File: src/rtl/tristate_bus_reader_pkg.sv
`default_nettype none
// ============================================================================
// Module      : tristate_bus_reader_pkg
// Description : Constants shared by the tristate bus endpoints: the bus-wide
//               word width (common with the tristate driver) and the state
//               encoding of the reader's window-qualification FSM.
// Revision    : 1.0 - initial release
// ============================================================================
package tristate_bus_reader_pkg;

    // Bus-wide word width, common to driver and reader.
    localparam int DATA_WIDTH = 8;

    // Window-qualification FSM encoding.
    localparam int         STATE_W       = 2;
    localparam logic [1:0] ST_IDLE       = 2'd0;
    localparam logic [1:0] ST_SETTLE     = 2'd1;
    localparam logic [1:0] ST_TURNAROUND = 2'd2;

endpackage : tristate_bus_reader_pkg
`default_nettype wire

File: src/rtl/tristate_bus_reader_fifo.sv
`default_nettype none
// ============================================================================
// Module      : sync_fifo_fwft
// Description : Single-clock first-word-fall-through FIFO. The head entry is
//               presented combinationally from storage, so it is visible as
//               soon as the FIFO is non-empty.
// Ports       : clk, rst       - clock, asynchronous active-high reset
//               push, push_data- write request and word
//               pop            - advance head (ignored when empty)
//               head           - current head word
//               empty, full    - occupancy flags
//               level          - entry count, 0..FIFO_DEPTH
// Revision    : 1.0 - initial release
// ============================================================================
module sync_fifo_fwft #(
    parameter int DATA_WIDTH = 8,
    parameter int FIFO_DEPTH = 4
) (
    input  logic                          clk,
    input  logic                          rst,
    input  logic                          push,
    input  logic [DATA_WIDTH-1:0]         push_data,
    input  logic                          pop,
    output logic [DATA_WIDTH-1:0]         head,
    output logic                          empty,
    output logic                          full,
    output logic [$clog2(FIFO_DEPTH):0]   level
);

    localparam int PTR_W = $clog2(FIFO_DEPTH);
    localparam int LVL_W = PTR_W + 1;

    localparam logic [PTR_W-1:0] PTR_ONE  = PTR_W'(1);
    localparam logic [LVL_W-1:0] LVL_ONE  = LVL_W'(1);
    localparam logic [LVL_W-1:0] LVL_FULL = LVL_W'(FIFO_DEPTH);

    logic [DATA_WIDTH-1:0] r_mem [FIFO_DEPTH];
    logic [PTR_W-1:0]      r_wr_ptr;
    logic [PTR_W-1:0]      r_rd_ptr;
    logic [LVL_W-1:0]      r_level;

    logic w_do_pop;
    logic w_do_push;

    // A push into a full FIFO is legal only when the head leaves at the same
    // edge; the freed slot is the one the write pointer already points at.
    assign w_do_pop  = pop & ~empty;
    assign w_do_push = push & (~full | w_do_pop);

    always_ff @(posedge clk or posedge rst) begin
        if (rst) begin
            for (int i = 0; i < FIFO_DEPTH; i++) begin
                r_mem[i] <= '0;
            end
            r_wr_ptr <= '0;
            r_rd_ptr <= '0;
            r_level  <= '0;
        end else begin
            if (w_do_push) begin
                r_mem[r_wr_ptr] <= push_data;
                r_wr_ptr        <= r_wr_ptr + PTR_ONE;
            end
            if (w_do_pop) begin
                r_rd_ptr <= r_rd_ptr + PTR_ONE;
            end
            case ({w_do_push, w_do_pop})
                2'b10:   r_level <= r_level + LVL_ONE;
                2'b01:   r_level <= r_level - LVL_ONE;
                default: r_level <= r_level;
            endcase
        end
    end

    assign head  = r_mem[r_rd_ptr];
    assign empty = (r_level == '0);
    assign full  = (r_level == LVL_FULL);
    assign level = r_level;

endmodule : sync_fifo_fwft
`default_nettype wire

File: src/rtl/tristate_bus_reader.sv
`default_nettype none
// ============================================================================
// Module      : tristate_bus_reader
// Description : Receive endpoint of the shared tristate bus. Qualifies each
//               remote drive window (IDLE -> SETTLE -> TURNAROUND), captures
//               one word per window into a FWFT FIFO, and exposes the words
//               over valid/ready. Raises a hold to the driver as the FIFO
//               nears full and flags dropped words with a sticky overrun.
// Ports       : clk, rst            - clock, asynchronous active-high reset
//               bus_data, bus_drive - resolved bus value and remote enable
//               bus_hold            - registered backpressure to the driver
//               rd_data, rd_valid,
//               rd_ready            - FIFO head consumer interface
//               overrun, ovr_clr    - sticky drop flag and its clear
//               fill_level          - FIFO entry count
// Revision    : 1.0 - initial release
// ============================================================================
module tristate_bus_reader #(
    parameter int DATA_WIDTH = tristate_bus_reader_pkg::DATA_WIDTH,
    parameter int FIFO_DEPTH = 4
) (
    input  logic                          clk,
    input  logic                          rst,
    input  logic [DATA_WIDTH-1:0]         bus_data,
    input  logic                          bus_drive,
    output logic                          bus_hold,
    output logic [DATA_WIDTH-1:0]         rd_data,
    output logic                          rd_valid,
    input  logic                          rd_ready,
    output logic                          overrun,
    input  logic                          ovr_clr,
    output logic [$clog2(FIFO_DEPTH):0]   fill_level
);

    import tristate_bus_reader_pkg::*;

    localparam int LVL_W = $clog2(FIFO_DEPTH) + 1;

    // Hold threshold leaves one free slot for a window already in SETTLE.
    localparam logic [LVL_W-1:0] HOLD_LEVEL = LVL_W'(FIFO_DEPTH - 1);

    logic [STATE_W-1:0] r_state;
    logic [STATE_W-1:0] w_state_next;
    logic               w_capture;

    logic               w_fifo_empty;
    logic               w_fifo_full;
    logic [LVL_W-1:0]   w_level;
    logic               w_pop;
    logic               w_push;
    logic               w_drop;

    logic               r_overrun;
    logic               r_hold;

    // ------------------------------------------------------------------
    // Window-qualification FSM
    // ------------------------------------------------------------------
    always_ff @(posedge clk or posedge rst) begin
        if (rst) begin
            r_state <= ST_IDLE;
        end else begin
            r_state <= w_state_next;
        end
    end

    always_comb begin
        w_state_next = r_state;
        case (r_state)
            ST_IDLE:       if (bus_drive)  w_state_next = ST_SETTLE;
            // A drive that lasts only one sample is a glitch and aborts.
            ST_SETTLE:     w_state_next = bus_drive ? ST_TURNAROUND : ST_IDLE;
            ST_TURNAROUND: if (!bus_drive) w_state_next = ST_IDLE;
            default:       w_state_next = ST_IDLE;
        endcase
    end

    // Exactly one capture per window: the second sampled-high edge.
    always_comb begin
        w_capture = 1'b0;
        if (r_state == ST_SETTLE) begin
            w_capture = bus_drive;
        end
    end

    // ------------------------------------------------------------------
    // FIFO and flow control
    // ------------------------------------------------------------------
    assign w_pop  = ~w_fifo_empty & rd_ready;
    assign w_push = w_capture & (~w_fifo_full | w_pop);
    assign w_drop = w_capture & w_fifo_full & ~w_pop;

    sync_fifo_fwft #(
        .DATA_WIDTH (DATA_WIDTH),
        .FIFO_DEPTH (FIFO_DEPTH)
    ) u_fifo (
        .clk       (clk),
        .rst       (rst),
        .push      (w_push),
        .push_data (bus_data),
        .pop       (w_pop),
        .head      (rd_data),
        .empty     (w_fifo_empty),
        .full      (w_fifo_full),
        .level     (w_level)
    );

    // Set beats clear so a drop coinciding with a clear is never lost.
    always_ff @(posedge clk or posedge rst) begin
        if (rst) begin
            r_overrun <= 1'b0;
        end else if (w_drop) begin
            r_overrun <= 1'b1;
        end else if (ovr_clr) begin
            r_overrun <= 1'b0;
        end
    end

    // Hold follows the registered count one edge later, keeping the
    // driver-facing signal free of any path from the bus inputs.
    always_ff @(posedge clk or posedge rst) begin
        if (rst) begin
            r_hold <= 1'b0;
        end else begin
            r_hold <= (w_level >= HOLD_LEVEL);
        end
    end

    assign rd_valid   = ~w_fifo_empty;
    assign fill_level = w_level;
    assign overrun    = r_overrun;
    assign bus_hold   = r_hold;

endmodule : tristate_bus_reader
`default_nettype wire

File: config.mk
export PLATFORM = sky130hd
export DESIGN_NAME = tristate_bus_reader
export DESIGN_NICKNAME = d
export VERILOG_FILES = /design/src/rtl/tristate_bus_reader_pkg.sv /design/src/rtl/tristate_bus_reader_fifo.sv /design/src/rtl/tristate_bus_reader.sv
export SDC_FILE = /design/constraint.sdc
export NUM_CORES = 1
export LEC_CHECK = 0
export BUFFER_PORTS_ARGS = -buffer_cell sky130_fd_sc_hd__clkbuf_2
export CAP_MARGIN = 20
export CORE_MARGIN = 10
export CORE_UTILIZATION = 35
export DETAILED_ROUTE_END_ITERATION = 8
export GPL_TIMING_DRIVEN = 0
export PLACE_DENSITY = 0.6
export SYNTH_ARGS = -nofsm -noshare
export SYNTH_HDL_FRONTEND = slang
export SYNTH_SLANG_ARGS = --single-unit
File: constraint.sdc
create_clock -name clk -period 3.85 [get_ports clk]
set_input_delay 0.5775 -clock clk [delete_from_list [all_inputs] [get_ports clk]]
set_output_delay 0.5775 -clock clk [all_outputs]
set_load 0.02 [all_outputs]
# == Yosys cells after proc, flatten, opt, wreduce, memory -nomap -nowiden ==
# Index checks and enable logic that the tools add are counted.
# totals
reg_bits,43
word_cells,58
out_inout_bits,14
inputBits,13
# op_classes
n_reduce_logical,6
n_eq_ne,7
n_mux,14
addsub,4
bitwise,13
n_lt_le_gt_ge,4
# ops
op,n
32-bit bitwise mux,1
8-bit two-way mux,3
8-bit binary-select mux with 2-bit select,1
8-bit demux with 2-bit select,1
1-bit bitwise AND,6
"3-bit >= comparator, second input constant",2
2-bit two-way mux,3
2-bit NOT with 3-bit output,2
2-bit case mux with 3 select lines,1
3-bit case mux with 2 select lines,1
"2-bit by 1-bit adder with 2-bit output, second input constant",2
"2-bit by 1-bit equality test with 1-bit output, second input constant",2
"2-bit equality test, second input constant",2
"2-bit inequality test, second input constant",2
2-bit nonzero test,2
"3-bit by 1-bit adder with 3-bit output, second input constant",1
"3-bit equality test, second input constant",1
"3-bit by 2-bit >= comparator with 1-bit output, second input constant",1
3-bit zero test,1
"3-bit by 1-bit < comparator with 1-bit output, second input constant",1
1-bit two-way mux,3
1-bit NOT,3
"3-bit by 1-bit subtractor with 3-bit output, second input constant",1
2-bit zero test,1
other kinds (3),4

# == Longest topological paths before layout ==
# Gate-level depths: netlist of the first run.
# logic_depth
word_depth,8
ltp_mapped,9
ltp_nobuf,8

# == Cells and area by module ==
# A second synthesis of the first run with hierarchy kept.
# hier_totals
cells_unflattened,132
area_unflattened_um2,1990.7
# by_module_without_submodules
module,instances,seq_area_each_um2,cells_each,area_each_um2
sync_fifo_fwft,1,975.9,116,1805.5
tristate_bus_reader,1,100.1,16,185.2

# == Worst setup path before layout of the first run ==
# Ideal clock, no wire load.
# synth_timing
path_kind,input port to flip-flop
from,input rd_ready
to,register u_fifo.r_level[2] (netlist: u_fifo.level[2])
required_time_ps,3770
slack_ps,1501
path_stages,9
n_path_buf,1
setup_time_ps,80
t_arrival_ps,2269
cell_sequence,or4b_1 buf_6 nand2_2 ha_1 inv_1 fa_1 xor2_1 nor2_1 xor2_1
# synth_via
elab_chain_len,6
elab_cells_between_ends,10
classes_between,eq/ne: 2; mux: 1; bitwise: 6; reduce/logical: 1
# synth_rtl
element,line,rtl
"start, declared",tristate_bus_reader.sv:29,"input logic rd_ready,"
1-bit bitwise AND (*),tristate_bus_reader.sv:89,assign w_pop = ~w_fifo_empty & rd_ready;
1-bit OR or 1-bit bitwise AND (tied branches),"tristate_bus_reader.sv:90, tristate_bus_reader_fifo.sv:47",
1-bit bitwise AND or 1-bit OR (tied branches),"tristate_bus_reader.sv:90, tristate_bus_reader_fifo.sv:48",
1-bit bitwise AND,tristate_bus_reader_fifo.sv:48,assign w_do_push = push & (~full | w_do_pop);
2-bit by 1-bit equality test with 1-bit output or 2-bit equality test (tied branches),tristate_bus_reader_fifo.sv:66,"case ({w_do_push, w_do_pop})"
3-bit case mux with 2 select lines or 2-bit nonzero test (tied branches),-,
"end signal, assigned",tristate_bus_reader_fifo.sv:67,2'b10: r_level <= r_level + LVL_ONE;
"end signal, assigned",tristate_bus_reader_fifo.sv:68,2'b01: r_level <= r_level - LVL_ONE;
"end signal, assigned",tristate_bus_reader_fifo.sv:69,default: r_level <= r_level;
"end, declared",tristate_bus_reader_fifo.sv:40,logic [LVL_W-1:0] r_level;
# Mark *: on every way between the ends. The rest lies on a longest branch, timed or not.
# A chain may end at the register's enable or synchronous reset.

# == Final worst setup path of the first run ==
# layout_timing
from,register u_fifo.r_level[0] (netlist: u_fifo.level[0])
to,register u_fifo.r_level[2] (netlist: u_fifo.level[2])
# layout_via
elab_chain_len,8
elab_cells_between_ends,16
classes_between,add/sub: 2; eq/ne: 3; mux: 1; bitwise: 8; reduce/logical: 2
# layout_rtl
element,line,rtl
3-bit zero test,tristate_bus_reader_fifo.sv:75,assign empty = (r_level == '0);
1-bit NOT,"tristate_bus_reader_fifo.sv:47, tristate_bus_reader.sv:89",
1-bit bitwise AND,tristate_bus_reader.sv:89,
1-bit OR or 1-bit bitwise AND (tied branches),"tristate_bus_reader.sv:90, tristate_bus_reader_fifo.sv:47",
1-bit bitwise AND or 1-bit OR (tied branches),"tristate_bus_reader.sv:90, tristate_bus_reader_fifo.sv:48",
1-bit bitwise AND,tristate_bus_reader_fifo.sv:48,
2-bit by 1-bit equality test with 1-bit output or 2-bit equality test (tied branches),tristate_bus_reader_fifo.sv:66,
3-bit case mux with 2 select lines or 2-bit nonzero test (tied branches),-,
# Parallel ways exist; a longest one is shown, timed or not.

==> results by group, run 1 <==
Run status
  – Status: finished clean

Synth
  – Most area-hungry cell type in the Yosys netlist: dfrtp_1
  – Netlist cell types: 25
  – Post-Syn Instances: 125
  – Syn_nets: 144
  – Synth top area cells: dfrtp_1, mux2_4, mux4_2, nand3_4, ha_1
  – Number of flops mapped to enable cells by yosys: 0
  – Top-count cell post-synth: dfrtp_1
  – Top_reg_cell synth: dfrtp_1
  – Register bit total from synthesis: 43
  – Post-synth top cells: dfrtp_1, mux2_4, inv_1, mux4_2, ha_1
  – Async set-or-reset flop fraction in the synthesized netlist: 1.00
  – Syn_area_per_cell: 16.8 um^2
  – Post-synth top area share: 0.512
  – Sequential share of the synthesized area: 0.512
  – Post-Syn Area: 2100 um^2
  – Yosys warns: 0

Clocking
  – Setup bufs post-CTS: 0
  – Clk Tree Root Cell: clkbuf_8
  – CTS Buf Count: 5
  – Post-cts repair resize count: 0
  – CTS tree: yes
  – Hold buffer count at cts: 0
  – Max clock buf depth: 2
  – CTS sink cnt: 43
  – CTS clk-pin slew, worst paths: 0.08 ns
  – Clk_lat worst skew: 0.30 ns
  – H-Tree Level Count: 2

STA
  – Final hold vios: 0
  – Hold slack: 0.451 ns
  – Final setup TNS: 0 ns
  – Final Skew: 0.00470 ns
  – Minimum clock period: 2.46 ns
  – RSZ-0062 raised after global routing: no
  – Slew @ Worst Pin: 0.899 ns
  – Max frequency: 407 MHz
  – Period utilization: 0.639
  – Finish-stage setup viols: 0
  – Slew Viols, Final: 0
  – Rel. slew slack: 0.400

Setup path
  – Arr. time, crit path: 2.68 ns
  – Slowest library cell on the worst path: or4b_1
  – Reg2Reg Setup Slack: 1.39 ns
  – R2R depth: 9
  – Crit Path Max Fanout: 7
  – Crit path cell chain: or4b_1 > buf_6 > nand2_2 > ha_1 > inv_1 > fa_1 > xor2_1 > nor2_1 > xor2_1
  – Crit path depth: 9
  – Critical Path Most Common Cell: xor2_1
  – Crit. End Element: flip-flop
  – CP Class: flip-flop to flip-flop
  – WP buf/inv: 2
  – R2r endpoint: u_fifo.level[2]
  – Worst EP required: 4.07 ns
  – Crit-path leading delay family: simple AND/OR/NAND/NOR gates
  – Worst r2r src: u_fifo.level[0]
  – Max incr delay on CP: 0.58 ns
  – CP startpoint kind: flip-flop

Floorplan
  – Row cnt: 28
  – Effective utilization at floorplan: 0.357
  – Die width: 97.5 um
  – Die ar.: 9510 um^2
  – I/O Pins: 27
  – Core area: 5890 um^2
  – Die Y-Extent: 97.5 um

Routing
  – TritonRoute pass-1 iters: 3
  – Vias per cell: 4.72
  – Initial detailed-routing violation count: 16
  – Routed len/inst: 17.7 um
  – DRC errors left: 0
  – DRT antenna net count: 0
  – Final WL: 4140 um
  – Via count: 1,104

Placed design
  – Dpl cell area: 2330 um^2
  – # port buffers: 26
  – Routability congestion estimate: 0.684
  – Hpwl dp: 2870 um

Power and ir drop
  – P_leak: 1.20 nW
  – Final Power: 2.04 mW
  – Power density over the cells: 844 nW/um^2
  – Maximum vdd drop: 0.000363 V

GRT
  – First-pass GRT wire length: 7090 um
  – Number of global-route vias before repair: 1,358
  – Largest net degree at the start of global routing: 44
  – Total track usage: 0.0926
  – Initial antenna violation count: 0
  – Grt total ovfl: 0

Layout
  – Antenna fix cells: 0
  – Nets@finish: 177
  – # fillers: 549
  – Post-layout util: 0.410
  – Share of cells above drive strength 1: 0.516
  – Layout area overhead: 14.7%
  – Final instance area: 2410 um^2

Min path
  – HP Class: primary input to asynchronous set/reset pin

Run
  – MaxCap Viol Count: 0
where the power goes:
group	switching (mW)	internal (mW)
registers	0.141	0.663
logic	0.429	0.517
clock network	0.159	0.127
layout make-up:
class                      instances  area, um^2  area share
buffer                             4        25.0      0.0104
clock inverter                     2        12.5     0.00519
timing repair buffer              26         130      0.0540
inverter                           8        30.0      0.0125
clock buffer                       6        72.6      0.0301
tap                               75        93.8      0.0389
sequential                        43        1080       0.446
multi-input combinational         70         971       0.403
flip-flops by register name, summed over array words and instances (netlist names):
signal	flops
u_fifo.level	3
u_fifo.r_rd_ptr	2
bus_hold	1
u_fifo.r_mem	32
r_state	2
overrun	1
u_fifo.r_wr_ptr	2
cell families (layout without fill, tap and decap cells):
family / Yosys count / count (layout) / synth area share
adders and majority gates: 6 / 6 / 0.0393
muxes: 42 / 42 / 0.324
DFF: 43 / 43 / 0.512
and+or+nand+nor: 12 / 12 / 0.0583
AOI/OAI and AO/OA: 3 / 3 / 0.0107
xor gates and xnor gates: 7 / 7 / 0.0292
buffers and inverters: 12 / 46 / 0.0262
through the flow:
step	instances	worst slack [ns]
after floorplan	125	1.50
after global placement	226	1.33
after detailed placement	226	1.24
after CTS	234	1.38
after global routing	234	1.29
final	234	1.39
worst register-to-register path, cell delays in order, from the launching register on:
cell and delay [ns]:
dfrtp_1 0.46, or4b_1 0.58, buf_6 0.17, nand2_2 0.10, ha_1 0.21, inv_1 0.07, fa_1 0.39, xor2_1 0.16
nor2_1 0.11, xor2_1 0.14
cells in the final DEF, fill, tap and decap left out:
master | netlist | final
xor2_1 | 4 | 4
mux2_1 | 1 | 1
mux2i_1 | 1 | 1
mux4_2 | 8 | 8
fa_1 | 1 | 1
and2_1 | 1 | 1
dfrtp_1 | 43 | 43
nor3b_1 | 1 | 1
mux2_4 | 32 | 32
or3_1 | 1 | 1
inv_2 | 0 | 1
nor2_1 | 1 | 1
buf_1 | 1 | 1
clkbuf_2 | 0 | 26
nand2_2 | 1 | 1
inv_1 | 8 | 7
ha_1 | 5 | 5
clkinv_2 | 0 | 1
a21o_1 | 1 | 1
nand2_1 | 1 | 1
nand3_4 | 4 | 4
xnor2_1 | 3 | 3
clkinvlp_4 | 0 | 1
buf_6 | 1 | 1
o31a_1 | 1 | 1
buf_2 | 2 | 2
clkbuf_1 | 0 | 1
clkbuf_8 | 0 | 5
or4b_1 | 1 | 1
o22ai_1 | 1 | 1
and3b_1 | 1 | 1
routing by layer:
layer  GRT usage  up-vias  routed length (um)
li1            -      503                   -
met1       0.110      577                1920
met2       0.153       22                2030
met3      0.0391        2                 175
met4      0.0168        0                   8
met5           0        -                   0
worst max-delay path by stage:
stage,from,to,slack (ns)
2_1_floorplan,rd_ready,u_fifo.level[2],1.50
3_3_place_gp,rd_ready,u_fifo.level[2],1.33
3_5_place_dp,rd_ready,u_fifo.level[2],1.24
4_1_cts,u_fifo.level[0],u_fifo.level[2],1.38
5_1_grt,u_fifo.level[0],u_fifo.level[2],1.29
6_report,u_fifo.level[0],u_fifo.level[2],1.39
(Power assumes the default switching activity.)
==> run 2: changes to the inputs <==
==> constraint.sdc (replaced) <==
create_clock -name clk -period 2.45 [get_ports clk]
set_input_delay 0.3675 -clock clk [delete_from_list [all_inputs] [get_ports clk]]
set_output_delay 0.3675 -clock clk [all_outputs]
set_load 0.02 [all_outputs]
==> results by group, run 2 (synthesized netlist as in run 1, its figures left out) <==
Setup path
  – CP startpoint kind: flip-flop
  – Critical Path Most Common Cell: xor2_1
  – Max incr delay on CP: 0.55 ns (-0.03 ns)
  – Crit path cell chain: or4b_4 > buf_6 > nand2_4 > ha_4 > inv_1 > fa_1 > xor2_1 > nor2_1 > xor2_1
  – Crit-path leading delay family: simple AND/OR/NAND/NOR gates
  – Crit. End Element: flip-flop
  – Crit Path Max Fanout: 7 (unchanged)
  – Arr. time, crit path: 2.55 ns (-0.13 ns)
  – Worst EP required: 2.67 ns (-1.40 ns)
  – CP Class: flip-flop to flip-flop
  – Reg2Reg Setup Slack: 0.13 ns (-1.27 ns)
  – R2r endpoint: u_fifo.level[2]
  – Slowest library cell on the worst path: or4b_4
  – R2R depth: 9 (unchanged)
  – WP buf/inv: 2 (unchanged)
  – Worst r2r src: u_fifo.level[0]

Clocking
  – Clk_lat worst skew: 0.30 ns (about the same)
  – H-Tree Level Count: 2 (unchanged)
  – Clk Tree Root Cell: clkbuf_8
  – CTS Buf Count: 5 (unchanged)
  – Max clock buf depth: 2 (unchanged)
  – CTS tree: yes
  – CTS clk-pin slew, worst paths: 0.08 ns (about the same)
  – CTS sink cnt: 43 (unchanged)
  – Hold buffer count at cts: 0 (unchanged)

Floorplan
  – Die width: 97.5 um (unchanged)
  – Die Y-Extent: 97.5 um (unchanged)
  – Die ar.: 9510 um^2 (unchanged)
  – Row cnt: 28 (unchanged)
  – Effective utilization at floorplan: 0.357 (unchanged)
  – Core area: 5890 um^2 (unchanged)
  – I/O Pins: 27 (unchanged)

GRT
  – Largest net degree at the start of global routing: 44 (unchanged)
  – Number of global-route vias before repair: 1,359 (+0.074%)
  – First-pass GRT wire length: 7090 um (about the same)
  – Initial antenna violation count: 0 (unchanged)
  – Total track usage: 0.0925 (-0.000120)
  – Grt total ovfl: 0 (unchanged)

Layout
  – Layout area overhead: 16.2%
  – Nets@finish: 178 (+0.56%)
  – # fillers: 542 (-1.3%)
  – Post-layout util: 0.415 (+0.00532)
  – Most frequent cells in the layout: dfrtp_1, mux2_4, clkbuf_2
  – Share of cells above drive strength 1: 0.544 (+0.0280)
  – Biggest register: u_fifo.r_mem
  – Antenna fix cells: 0 (unchanged)
  – Most common cell after layout, fill and taps aside: dfrtp_1
  – Max reg flops: 32 (unchanged)

STA
  – Final setup TNS: 0 ns (unchanged)
  – Finish-stage setup viols: 0 (unchanged)
  – RSZ-0062 raised after global routing: no
  – Final hold vios: 0 (unchanged)
  – Period utilization: 0.949 (+0.310)
  – Max frequency: 430 MHz (+5.8%)
  – Final Skew: 0.00650 ns (+0.00180 ns)
  – Slew Viols, Final: 0 (unchanged)
  – Rel. slew slack: 0.387 (-0.0130)
  – Minimum clock period: 2.32 ns (-0.134 ns)
  – Slew @ Worst Pin: 0.919 ns (+0.0194 ns)

Power and ir drop
  – Seq pwr share: 0.391 (-0.004)
  – NetSw: 1.15 mW (+58%)
  – Maximum vdd drop: 0.000575 V (+58%)
  – Power density over the cells: 1320 nW/um^2 (+57%)
  – Clock Power Share: 0.138 (-0.002)
  – P_leak: 1.21 nW (+0.58%)
  – Sw frac: 0.356 (-0.00218)
  – Combinational share of power: 0.471 (+0.006)
  – Internal power: 2.08 mW (+59%)

Routing
  – Routed len/inst: 17.7 um (+0.37%)
  – DRC errors left: 0 (unchanged)
  – TritonRoute pass-1 iters: 3 (unchanged)
  – Final WL: 4170 um (+0.80%)
  – Via count: 1,120 (+1.4%)
  – Vias per cell: 4.77 (+1.0%)
  – DRT antenna net count: 0 (unchanged)
  – Initial detailed-routing violation count: 28 (+12)

Run
  – MaxCap Viol Count: 0 (unchanged)

Run status
  – Status: finished clean

Placed design
  – Routability congestion estimate: 0.684 (unchanged)
  – # port buffers: 26 (unchanged)
  – Hpwl dp: 2870 um (unchanged)

Min path
  – HP Class: primary input to asynchronous set/reset pin
-- run 2: cell types whose count changed in the layout (fill, tap and decap cells not counted), sizes merged --
cell,previous run,this run
buf,4,5
-- run 2: worst max path at each step --
stage                     slack (ns)  cells past startpoint       startpoint               to
after floorplan                 0.12                      9  u_fifo.level[0]  u_fifo.level[2]
after global placement          0.11                      9  u_fifo.level[0]  u_fifo.level[2]
after detailed placement       0.009                      9  u_fifo.level[0]  u_fifo.level[2]
after CTS                       0.01                      9  u_fifo.level[0]  u_fifo.level[2]
after global routing            0.04                      9  u_fifo.level[0]  u_fifo.level[2]
final                           0.13                      9  u_fifo.level[0]  u_fifo.level[2]
-- run 2: power groups by stage --
stage / clock network [mW] / registers [mW] / logic (mW)
after floorplan: 0 / 1.24 / 1.14
after global placement: 0 / 1.23 / 1.47
after detailed placement: 0 / 1.27 / 1.52
after CTS: 0.458 / 1.26 / 1.53
after global routing: 0.491 / 1.31 / 1.65
final: 0.445 / 1.26 / 1.52
-- run 2: layout make-up --
| cell class | count | area, um^2 | area share |
|---|---|---|---|
| clock inverter | 2 | 12.5 | 0.00512 |
| inverter | 8 | 30.0 | 0.0123 |
| multi-input combinational | 70 | 992 | 0.406 |
| clock buffer | 6 | 72.6 | 0.0297 |
| sequential | 43 | 1080 | 0.442 |
| tap | 75 | 93.8 | 0.0384 |
| timing repair buffer | 27 | 138 | 0.0564 |
| buffer | 4 | 25.0 | 0.0102 |
-- run 2: metal layers --
layer  GRT usage  vias to the layer above  part of all wire
met1       0.109                      587              0.45
met5           0                        -                 0
li1            -                      508                 -
met4      0.0168                        0            0.0062
met2       0.154                       21              0.50
met3      0.0391                        4             0.037
-- run 2: worst register-to-register path, cell delays in order, from the launching register on --
cell,delay (ns)
dfrtp_2,0.45
or4b_4,0.55
buf_6,0.17
nand2_4,0.09
ha_4,0.15
inv_1,0.05
fa_1,0.39
xor2_1,0.16
nor2_1,0.11
xor2_1,0.14
-- run 2: timing repair --
action	in CTS	in global routing
resized for setup	2	4
pin swaps	0	0
buffers inserted	0	1
endpoints found under the setup margin	1	1
-- run 2: metrics by stage --
| stage | worst slack (ns) | total power, mW | std cells | hold slack (ns) | instance area [um^2] |
|---|---|---|---|---|---|
| after floorplan | 0.116 | 2.39 | 125 | 0.442 | 2100 |
| after global placement | 0.108 | 2.69 | 226 | 0.453 | 2330 |
| after detailed placement | 0.00911 | 2.78 | 226 | 0.464 | 2330 |
| after CTS | 0.0147 | 3.25 | 234 | 0.239 | 2410 |
| after global routing | 0.0450 | 3.46 | 235 | 0.244 | 2440 |
| final | 0.125 | 3.23 | 235 | 0.247 | 2440 |
